**config.mk**
```make
export PLATFORM = sky130hd
export DESIGN_NAME = pc_redirect
export DESIGN_NICKNAME = d
export VERILOG_FILES = /design/src/rtl/pc_redirect.sv
export SDC_FILE = /design/constraint.sdc
export NUM_CORES = 1
export LEC_CHECK = 0
export ABC_AREA = 1
export CAP_MARGIN = 5
export CORE_MARGIN = 1
export CORE_UTILIZATION = 40
export CTS_BUF_LIST = sky130_fd_sc_hd__clkbuf_16
export DETAILED_ROUTE_END_ITERATION = 6
export PLACE_DENSITY = 0.65
export SYNTH_ARGS = -nofsm -noshare
export SYNTH_HDL_FRONTEND = slang
export SYNTH_SLANG_ARGS = --single-unit
```
**constraint.sdc**
```tcl
create_clock -name clk -period 2.5 [get_ports clk]
set_input_delay 0.5 -clock clk [delete_from_list [all_inputs] [get_ports clk]]
set_output_delay 0.5 -clock clk [all_outputs]
set_load 0.005 [all_outputs]
```
**src/rtl/pc_redirect.sv**
```systemverilog
`default_nettype none
// ============================================================================
//  Module   : pc_redirect
//  Purpose  : Fetch PC generator with branch/jump redirect, post-redirect
//             IF/ID flush window and sticky misaligned-target halt.
//  Revision : 1.0 - initial release
// ============================================================================
module pc_redirect #(
   parameter logic [31:0] RESET_PC     = 32'h0000_0000,
   parameter int unsigned FLUSH_CYCLES = 2
) (
   input  logic        clk,
   input  logic        rst_n,
   input  logic        stall,
   input  logic        br_valid,
   input  logic        br_taken,
   input  logic        br_is_jal,
   input  logic        br_is_jalr,
   input  logic [31:0] br_pc,
   input  logic [31:0] br_imm,
   input  logic [31:0] br_rs1,
   output logic [31:0] pc_out,
   output logic        fetch_valid,
   output logic        flush,
   output logic        redirect,
   output logic        misalign,
   output logic [31:0] link_addr
);

   // Flush window length; legal values 1..7 fit the 3-bit counter.
   localparam logic [2:0] c_flush_init = 3'(FLUSH_CYCLES);

   typedef enum logic [1:0] {
      ST_RUN   = 2'd0,
      ST_FLUSH = 2'd1,
      ST_HALT  = 2'd2
   } state_t;

   state_t      r_state;
   logic [2:0]  r_flush_cnt;
   logic [31:0] r_pc;
   logic        r_fetch_valid;
   logic        r_flush;
   logic        r_redirect;
   logic        r_misalign;

   logic [31:0] w_jalr_sum;
   logic [31:0] w_target;
   logic [31:0] w_pc_inc;
   logic        w_take;
   logic        w_aligned;

   // JALR clears bit 0 of the register-relative sum; everything else is PC-relative.
   assign w_jalr_sum = br_rs1 + br_imm;
   assign w_target   = br_is_jalr ? (w_jalr_sum & ~32'h1) : (br_pc + br_imm);
   assign w_aligned  = (w_target[1:0] == 2'b00);
   assign w_take     = br_valid & (br_taken | br_is_jal | br_is_jalr);
   assign w_pc_inc   = r_pc + 32'd4;

   assign pc_out      = r_pc;
   assign fetch_valid = r_fetch_valid;
   assign flush       = r_flush;
   assign redirect    = r_redirect;
   assign misalign    = r_misalign;
   assign link_addr   = br_pc + 32'd4;

   // Control FSM: sequential fetch, redirect with flush window, fault halt.
   always_ff @(posedge clk) begin
      if (!rst_n) begin
         r_state       <= ST_RUN;
         r_flush_cnt   <= 3'd0;
         r_pc          <= RESET_PC;
         r_fetch_valid <= 1'b0;
         r_flush       <= 1'b0;
         r_redirect    <= 1'b0;
         r_misalign    <= 1'b0;
      end else begin
         r_redirect <= 1'b0;
         case (r_state)
            ST_RUN: begin
               if (w_take && w_aligned) begin
                  // Taken branch wins over stall.
                  r_pc          <= w_target;
                  r_redirect    <= 1'b1;
                  r_flush       <= 1'b1;
                  r_flush_cnt   <= c_flush_init;
                  r_fetch_valid <= 1'b1;
                  r_state       <= ST_FLUSH;
               end else if (w_take) begin
                  // Misaligned target: freeze the PC and stop fetching for good.
                  r_misalign    <= 1'b1;
                  r_fetch_valid <= 1'b0;
                  r_state       <= ST_HALT;
               end else begin
                  r_fetch_valid <= 1'b1;
                  if (!stall) begin
                     r_pc <= w_pc_inc;
                  end
               end
            end
            ST_FLUSH: begin
               // Counter holds the flush cycles still to be shown, including this one.
               r_flush_cnt <= r_flush_cnt - 3'd1;
               if (r_flush_cnt <= 3'd1) begin
                  r_flush <= 1'b0;
                  r_state <= ST_RUN;
               end
               if (!stall) begin
                  r_pc <= w_pc_inc;
               end
            end
            ST_HALT: begin
               r_fetch_valid <= 1'b0;
            end
            default: begin
               r_state <= ST_RUN;
            end
         endcase
      end
   end

endmodule
`default_nettype wire

```
==> metrics.md, run 1 <==
| Metric | Value |
|---|---|
| Final cell count without fillers | `2281` |
| Worst hold path class | `register to register` |
| Final setup violation count | `4` |
| Routability cong. | `0.9616` |
| Crit path max-delay family | `simple AND/OR/NAND/NOR gates` |
| Clk_lat worst skew | `0.29 ns` |
| Slew @ Worst Pin | `0.4021 ns` |
| Post-Syn Instances | `1620` |
| N_diodes | `0` |
| Core ar. | `20430 um^2` |
| Worst vdd ir | `0.2858 mV` |
| Slowest stage delay, CP | `0.20 ns` |
| Port Buf Inserts | `170` |
| Syn nets | `1790` |
| R2R cell count | `12` |
| # DRC | `0` |
| Worst reg-to-reg setup slack | `0.47 ns` |
| Synth Warn # | `0` |
| Failing checks | `negative setup slack` |
| Setup CP Type | `input port to primary output` |
| Die area | `21620 um^2` |
| Crit path DAT | `2.10 ns` |
| TritonCTS clock tree | `built` |
| Placed Cells incl. Taps | `2246` |
| Post-synthesis sequential area ratio | `9.756%` |
| Layout cells sized above 1 | `24.07%` |
| R2R Path Start | `pc_out[2]$_SDFFE_PN0P_` |
| Vias in the first global route | `10400` |
| Register bit total from synthesis | `41` |
| TritonCTS Sinks | `41` |
| Crit. End Element | `primary output` |
| Row Count | `52` |
| Ports | `171` |
| Max_cap viols | `0` |
| CP max stage cell | `nor3b_2` |
| Power Dens Cells | `314.6 nW/um^2` |
| Critical Path, Cell by Cell | `buf_8 > ha_4 > inv_2 > nor2_4 > nand3_4 > nor2_4 > nand3_2 > nor2_4 > nand3_4 > nor3b_2 > buf_4 > nand3_2 > xor2_1 > buf_2` |
| Rel. slew slack | `73.11%` |
| Minimum clock period | `2.605 ns` |
| Clock Skew | `0.01170 ns` |
| Die X | `147.0 um` |
| Synth async-reset ratio | `0%` |
| Worst r2r dst | `pc_out[28]$_SDFFE_PN0P_` |
| First-pass GRT wire length | `51120 um` |
| Fin nets | `2180` |
| Max H-tree Level | `2` |
| DR vias | `11320` |
| Post-synth EDFFs | `0` |
| Area delta synth->final | `59.12%` |
| Sum Neg Setup Slack | `-0.2206 ns` |
| Synth cell types | `48` |
| Dominant synthesized flop cell | `dfxtp_1` |
| Critical Path Start Type | `input port` |
| Die height | `147.0 um` |
| WP data required | `2.00 ns` |
| Status | `finished with violations` |
| Max Slew Vio Count | `0` |
| CP max FO | `4` |
| Wirelength per Cell | `14.43 um` |
| DRT iter0 DRCs | `772` |
| Final worst slack | `-0.1047 ns` |
| CTS max path bufs | `2` |
| Fmax | `383.9 MHz` |
| Detailed-route wire length | `32920 um` |
| Final Hold Fails | `0` |
| Hold_buf cts | `0` |
| Cts bufs inserted | `5` |
| Buf/Inv on CP | `4` |
| DRT Pass-1 Iters | `5` |
| RSZ-0062 raised after global routing | `true` |
| Total global routing overflow | `0` |
| Initial Util | `41.18%` |
| Min-Delay Path Depth | `2` |
| Global Route Usage Sum | `29.39%` |
| Synthesized cell area | `8413 um^2` |
| Total power | `4212 uW` |
| Initial antenna violation count | `0` |
| Worst min-delay path endpoint | `pc_out[1]$_SDFFE_PN0P_` |
| Hold Path Origin | `pc_out[1]$_SDFFE_PN0P_` |
| Avg Synthesized Cell Area | `5.193 um^2` |
| Reg clk slew, reported paths | `0.07 ns` |
| Leakage | `0.007061 uW` |
| Largest net degree at the start of global routing | `29` |
| CTS Root Buffer Type | `clkbuf_16` |
| Post-DR vias/cell | `4.961` |
| Most frequent CP cell | `nor2_4` |
| Period utilisation layout | `104.2%` |
| CP Depth | `14` |
| Post-DP HPWL | `26520 um` |
| Post-DRT Antenna Nets | `0` |
==> flip-flops by register name (all words and copies together), names as in the netlist <==
name,count
pc_out,32
r_flush_cnt,3
r_state,2
fetch_valid,1
flush,1
misalign,1
redirect,1
==> power by group <==
part	switching, uW	leakage (uW)	internal, uW	total (uW)
clock network	284	0.0000672	367	651
registers	103	0.000336	726	829
logic	1440	0.00666	1290	2730
total	1830	0.00706	2380	4210
==> layout by cell type (no fill, tap or decap), drive strengths merged <==
master           n
nor3            25
xor2            26
a21oi           91
a22oi            1
o21bai           8
clkdlybuf4s15    4
a31oi            2
fa               2
nor2           148
dlymetal6s2s    21
nor4             7
xnor2           10
o21ai           38
o221ai           1
a21o             1
nand3          158
and3             4
nor3b            4
nand3b          10
clkinvlp         2
o211ai           3
buf            252
dlygate4sd2     15
o21a             2
and2             5
or2             12
clkbuf          10
clkinv           2
o31ai            3
nand4           21
dfxtp           41
clkdlybuf4s50  109
inv            308
ha              65
nand2          600
==> how the worst max path moves through the flow <==
stage	from	endpoint	slack (ns)
3_3_place_gp	br_pc[2]	link_addr[26]	-0.90
2_1_floorplan	br_pc[2]	link_addr[24]	0.22
5_1_grt	br_pc[2]	link_addr[24]	-0.19
3_5_place_dp	br_pc[2]	link_addr[26]	-0.95
4_1_cts	br_pc[3]	link_addr[26]	-0.16
6_report	br_pc[2]	link_addr[24]	-0.10
==> cell type report <==
type	instances	area [um^2]
repair buffers	406	3591
clock buffers	5	125.1
well taps	270	337.8
clock inverters	3	18.77
fillers	2021	7043
inverters	309	1170
flip-flops and latches	41	820.8
multi-input cells	1247	7323
==> repair_timing <==
item	CTS	global route
resized for setup	144	190
endpoints found under the hold margin	0	0
cloned	2	1
setup endpoints to repair	57	47
buffers inserted	16	11
pin swaps	37	47
==> through the flow <==
stage	hold WS (ns)	area [um^2]	worst slack, ns	utilization, %
finish	0.4275	13390	-0.1047	65.53
floorplan	0.4250	8413	0.2160	-
global route	0.4640	13390	-0.1939	65.53
detailed placement	0.4195	11950	-0.9534	58.51
CTS	0.4299	12450	-0.1557	60.93
global placement	0.4172	11950	-0.8964	58.51
==> worst register-to-register path: stages, from the launching register on <==
cell	delay (ns)
dfxtp_1	0.43
ha_1	0.28
nand3_1	0.12
nor2_2	0.14
nand4_1	0.23
nor2_1	0.19
nand3_1	0.12
nand2_1	0.08
nand2_1	0.05
o21bai_1	0.11
inv_1	0.06
nand2_1	0.05
a21oi_1	0.05
==> cells by family after synthesis <==
| family | Yosys count | synth area share, % |
|---|---|---|
| fa+ha+maj | 67 | 10.14 |
| flops | 41 | 9.756 |
| compound gates | 150 | 9.592 |
| simple gates | 994 | 51.58 |
| buf+inv | 332 | 15.18 |
| xor+xnor | 36 | 3.748 |
==> synthesized netlist by cell type (12+ instances only) <==
cell	instances	area share, %
a21oi_1	91	5.4
dfxtp_1	41	9.8
ha_1	65	9.7
inv_1	289	13
inv_2	18	0.80
nand2_1	594	27
nand3_1	150	8.9
nand4_1	20	1.5
nor2_1	136	6.1
nor3_1	21	1.2
o21ai_0	26	1.5
o21ai_1	12	0.71
xor2_1	26	2.7
==> per-layer routing <==
layer | vias to the layer above | routed length (um) | global-route usage [%]
met5 | - | 0 | 0
met4 | 0 | 680 | 5.515
met3 | 37 | 1554 | 2.826
met2 | 321 | 15900 | 52.09
met1 | 5109 | 14790 | 38.67
li1 | 5848 | - | -
Power figures use the tool's default switching activity.
==> run 2, diff against run 1 <==
DONT_BUFFER_PORTS = 1   (was default)
PLACE_DENSITY = 0.54   (was 0.65)
==> run 2 against run 1 <==
- via count is 16% lower
- sequential power is 1% higher
- clock skew is 0.0052 ns lower
- critical path depth is 3 lower
- clock power is 34% higher
- the flow now finishes without violations
- setup slack better by 0.18 ns
- sequential share of layout area is 2.8 points higher
- fmax is 7.5% higher
- final cell count is 16% lower
- highest routed layer unchanged
- register-to-register slack worse by 0.08 ns
- count of clock-buffer cells in the layout stayed put
- non-clock buffer count is 372 lower
- largest power group unchanged
==> metrics.md, run 2 (same netlist as run 1, synthesis figures left out) <==
| Metric | Value |
|---|---|
| Reg power frac | `24.6% (+4.9 points)` |
| Power Dens Cells | `373.1 nW/um^2 (+19%)` |
| Minimum clock period | `2.423 ns (-0.1814 ns)` |
| RSZ-0062 raised after global routing | `true` |
| Worst hold path class | `input port to register` |
| Final Hold Fails | `0 (unchanged)` |
| Final worst slack | `0.07671 ns (+0.1814 ns)` |
| Final cell count without fillers | `1909 (-16%)` |
| DRT iter0 DRCs | `667 (-14%)` |
| Fillers | `2361 (+17%)` |
| First-pass GRT wire length | `46550 um (-8.9%)` |
| Ports | `171 (unchanged)` |
| Fmax | `412.7 MHz (+7.5%)` |
| Vias in the first global route | `8944 (-14%)` |
| Detailed-route wire length | `28690 um (-13%)` |
| Critical Path Start Type | `input port` |
| Initial antenna violation count | `0 (unchanged)` |
| Die X | `147.0 um (unchanged)` |
| Cts bufs inserted | `5 (unchanged)` |
| Cell Area, Placed | `8864 um^2 (-26%)` |
| Crit path DAT | `1.92 ns (-0.18 ns)` |
| Max H-tree Level | `2 (unchanged)` |
| Final core utilization | `44.79% (-21 points)` |
| CP max FO | `4 (unchanged)` |
| Status | `finished clean` |
| Initial Util | `41.18% (unchanged)` |
| Slew @ Worst Pin | `0.5768 ns (+0.1747 ns)` |
| # DRC | `0 (unchanged)` |
| Total global routing overflow | `0 (unchanged)` |
| Leakage | `0.005107 uW (-28%)` |
| Net Sw Frac | `44.14% (+0.67 points)` |
| Fin nets | `1808 (-17%)` |
| Crit. End Element | `primary output` |
| Most frequent cells in the layout | `nand2_1 (594), inv_1 (289), nand3_1 (149)` |
| Critical Path, Cell by Cell | `ha_4 > inv_2 > nor2_4 > nand3_4 > nor2_4 > nand3_2 > nor2_4 > nand3_4 > nor3b_4 > nand3_2 > xor2_1` |
| WP data required | `2.00 ns (about the same)` |
| CTS Root Buffer Type | `clkbuf_16` |
| Clk_lat worst skew | `0.30 ns (about the same)` |
| N_diodes | `0 (unchanged)` |
| Max Slew Vio Count | `0 (unchanged)` |
| Net Sw Power | `1507 uW (-18%)` |
| Final setup violation count | `0 (-4)` |
| Gate power share | `49.9% (-15 points)` |
| Core ar. | `20430 um^2 (unchanged)` |
| Max_cap viols | `0 (unchanged)` |
| Layout cells sized above 1 | `6.345% (-18 points)` |
| TritonCTS Sinks | `41 (unchanged)` |
| DR vias | `9553 (-16%)` |
| Area delta synth->final | `8.775%` |
| Routability cong. | `0.9318 (-3.1%)` |
| Reg clk slew, reported paths | `0.07 ns (about the same)` |
| Clock Skew | `0.006462 ns (-0.005237 ns)` |
| Post-DP HPWL | `24360 um (-8.1%)` |
| Worst vdd ir | `0.3318 mV (+16%)` |
| Row Count | `52 (unchanged)` |
| Port Buf Inserts | `0 (-100%)` |
| CP max stage cell | `nor3b_4` |
| Slowest stage delay, CP | `0.23 ns (+0.03 ns)` |
| Area of the multi-input gates | `6371 um^2 (-13%)` |
| Period utilisation layout | `96.93% (-7.3 points)` |
| Internal | `1907 uW (-20%)` |
| Post-DRT Antenna Nets | `0 (unchanged)` |
| Global Route Usage Sum | `26.99% (-2.4 points)` |
| Rel. slew slack | `61.19% (-12 points)` |
| Wirelength per Cell | `15.03 um (+4.1%)` |
| Placed Cells incl. Taps | `1896 (-16%)` |
| TritonCTS clock tree | `built` |
| Sequential Area | `820.8 um^2 (unchanged)` |
| Most frequent CP cell | `nor2_4` |
| Final Instance Area | `9151 um^2 (-32%)` |
| Commonest non-fill, non-tap cell in the layout | `nand2_1` |
| Max reg flops | `32 (unchanged)` |
| Die height | `147.0 um (unchanged)` |
| DRT Pass-1 Iters | `5 (unchanged)` |
| Clk pwr share | `25.6% (+10 points)` |
| Setup CP Type | `input port to primary output` |
| CTS max path bufs | `2 (unchanged)` |
| Post-DR vias/cell | `5.004 (+0.88%)` |
| Pre-CTS WS | `-0.04823 ns (+0.9052 ns)` |
| Largest net degree at the start of global routing | `30 (+3.4%)` |
| Die area | `21620 um^2 (unchanged)` |
run 2: changes by cell type in the layout (fill, tap and decap cells not counted), sizes merged:
cell and delta:
buf -218, clkdlybuf4s50 -109, dlymetal6s2s -21, dlygate4sd2 -15
clkbuf -5, clkdlybuf4s15 -4, bufinv +2, clkinvlp -2
run 2: metrics by stage:
stage | setup TNS (ns) | total power [uW] | hold WS (ns)
after floorplan | 0 | 2075 | 0.4250
after global placement | 0 | 2521 | 0.4386
after detailed placement | -0.1247 | 2534 | 0.4392
after CTS | 0 | 3423 | 0.3182
after global routing | -0.1444 | 3733 | 0.3198
final | 0 | 3414 | 0.3248
run 2: critical path, delay by kind of cell:
kind                       cells  cell delay (ns)
and+or+nand+nor                8             1.06
xor gates and xnor gates       1             0.19
adders and majority gates      1             0.12
buffers and inverters          1             0.04
run 2: worst paths after layout:
path | endpoint | depth (start not counted) | start | slack [ns]
setup / recovery | link_addr[24] | 11 | br_pc[3] | 0.08
hold reg to reg | pc_out[0]$_SDFFE_PN0P_ | 2 | pc_out[0]$_SDFFE_PN0P_ | 0.44
hold / removal | misalign$_SDFFE_PN0P_ | 1 | rst_n | 0.32
setup reg to reg | pc_out[24]$_SDFFE_PN0P_ | 12 | pc_out[2]$_SDFFE_PN0P_ | 0.39
run 2: what timing repair did:
item | CTS | global route
setup buffers | 0 | 5
resized for setup | 1 | 8
setup endpoints to repair | 1 | 4
hold buffers | 0 | 0
pin swaps | 0 | 10
run 2: layout make-up:
class                   instances  share of cell area, %
inverters                     309                  12.67
flip-flops and latches         41                  8.969
repair buffers                 34                  2.926
multi-input cells            1247                  69.62
clock inverters                 3                 0.7520
well taps                     270                  3.692
clock buffers                   5                  1.367
run 2: routing by layer:
metal | wire [um] | global-route usage (%) | up-vias
met4 | 770 | 7.320 | 0
li1 | - | - | 5103
met2 | 12930 | 44.83 | 245
met1 | 13290 | 36.48 | 4161
met5 | 0 | 0 | -
met3 | 1696 | 3.602 | 44
run 2: power groups by stage:
| stage | clock [uW] | combinational, uW | sequential [uW] |
|---|---|---|---|
| floorplan | 0 | 1260 | 820 |
| global placement | 0 | 1670 | 854 |
| detailed placement | 0 | 1680 | 855 |
| CTS | 891 | 1690 | 840 |
| global route | 924 | 1950 | 854 |
| finish | 873 | 1700 | 838 |
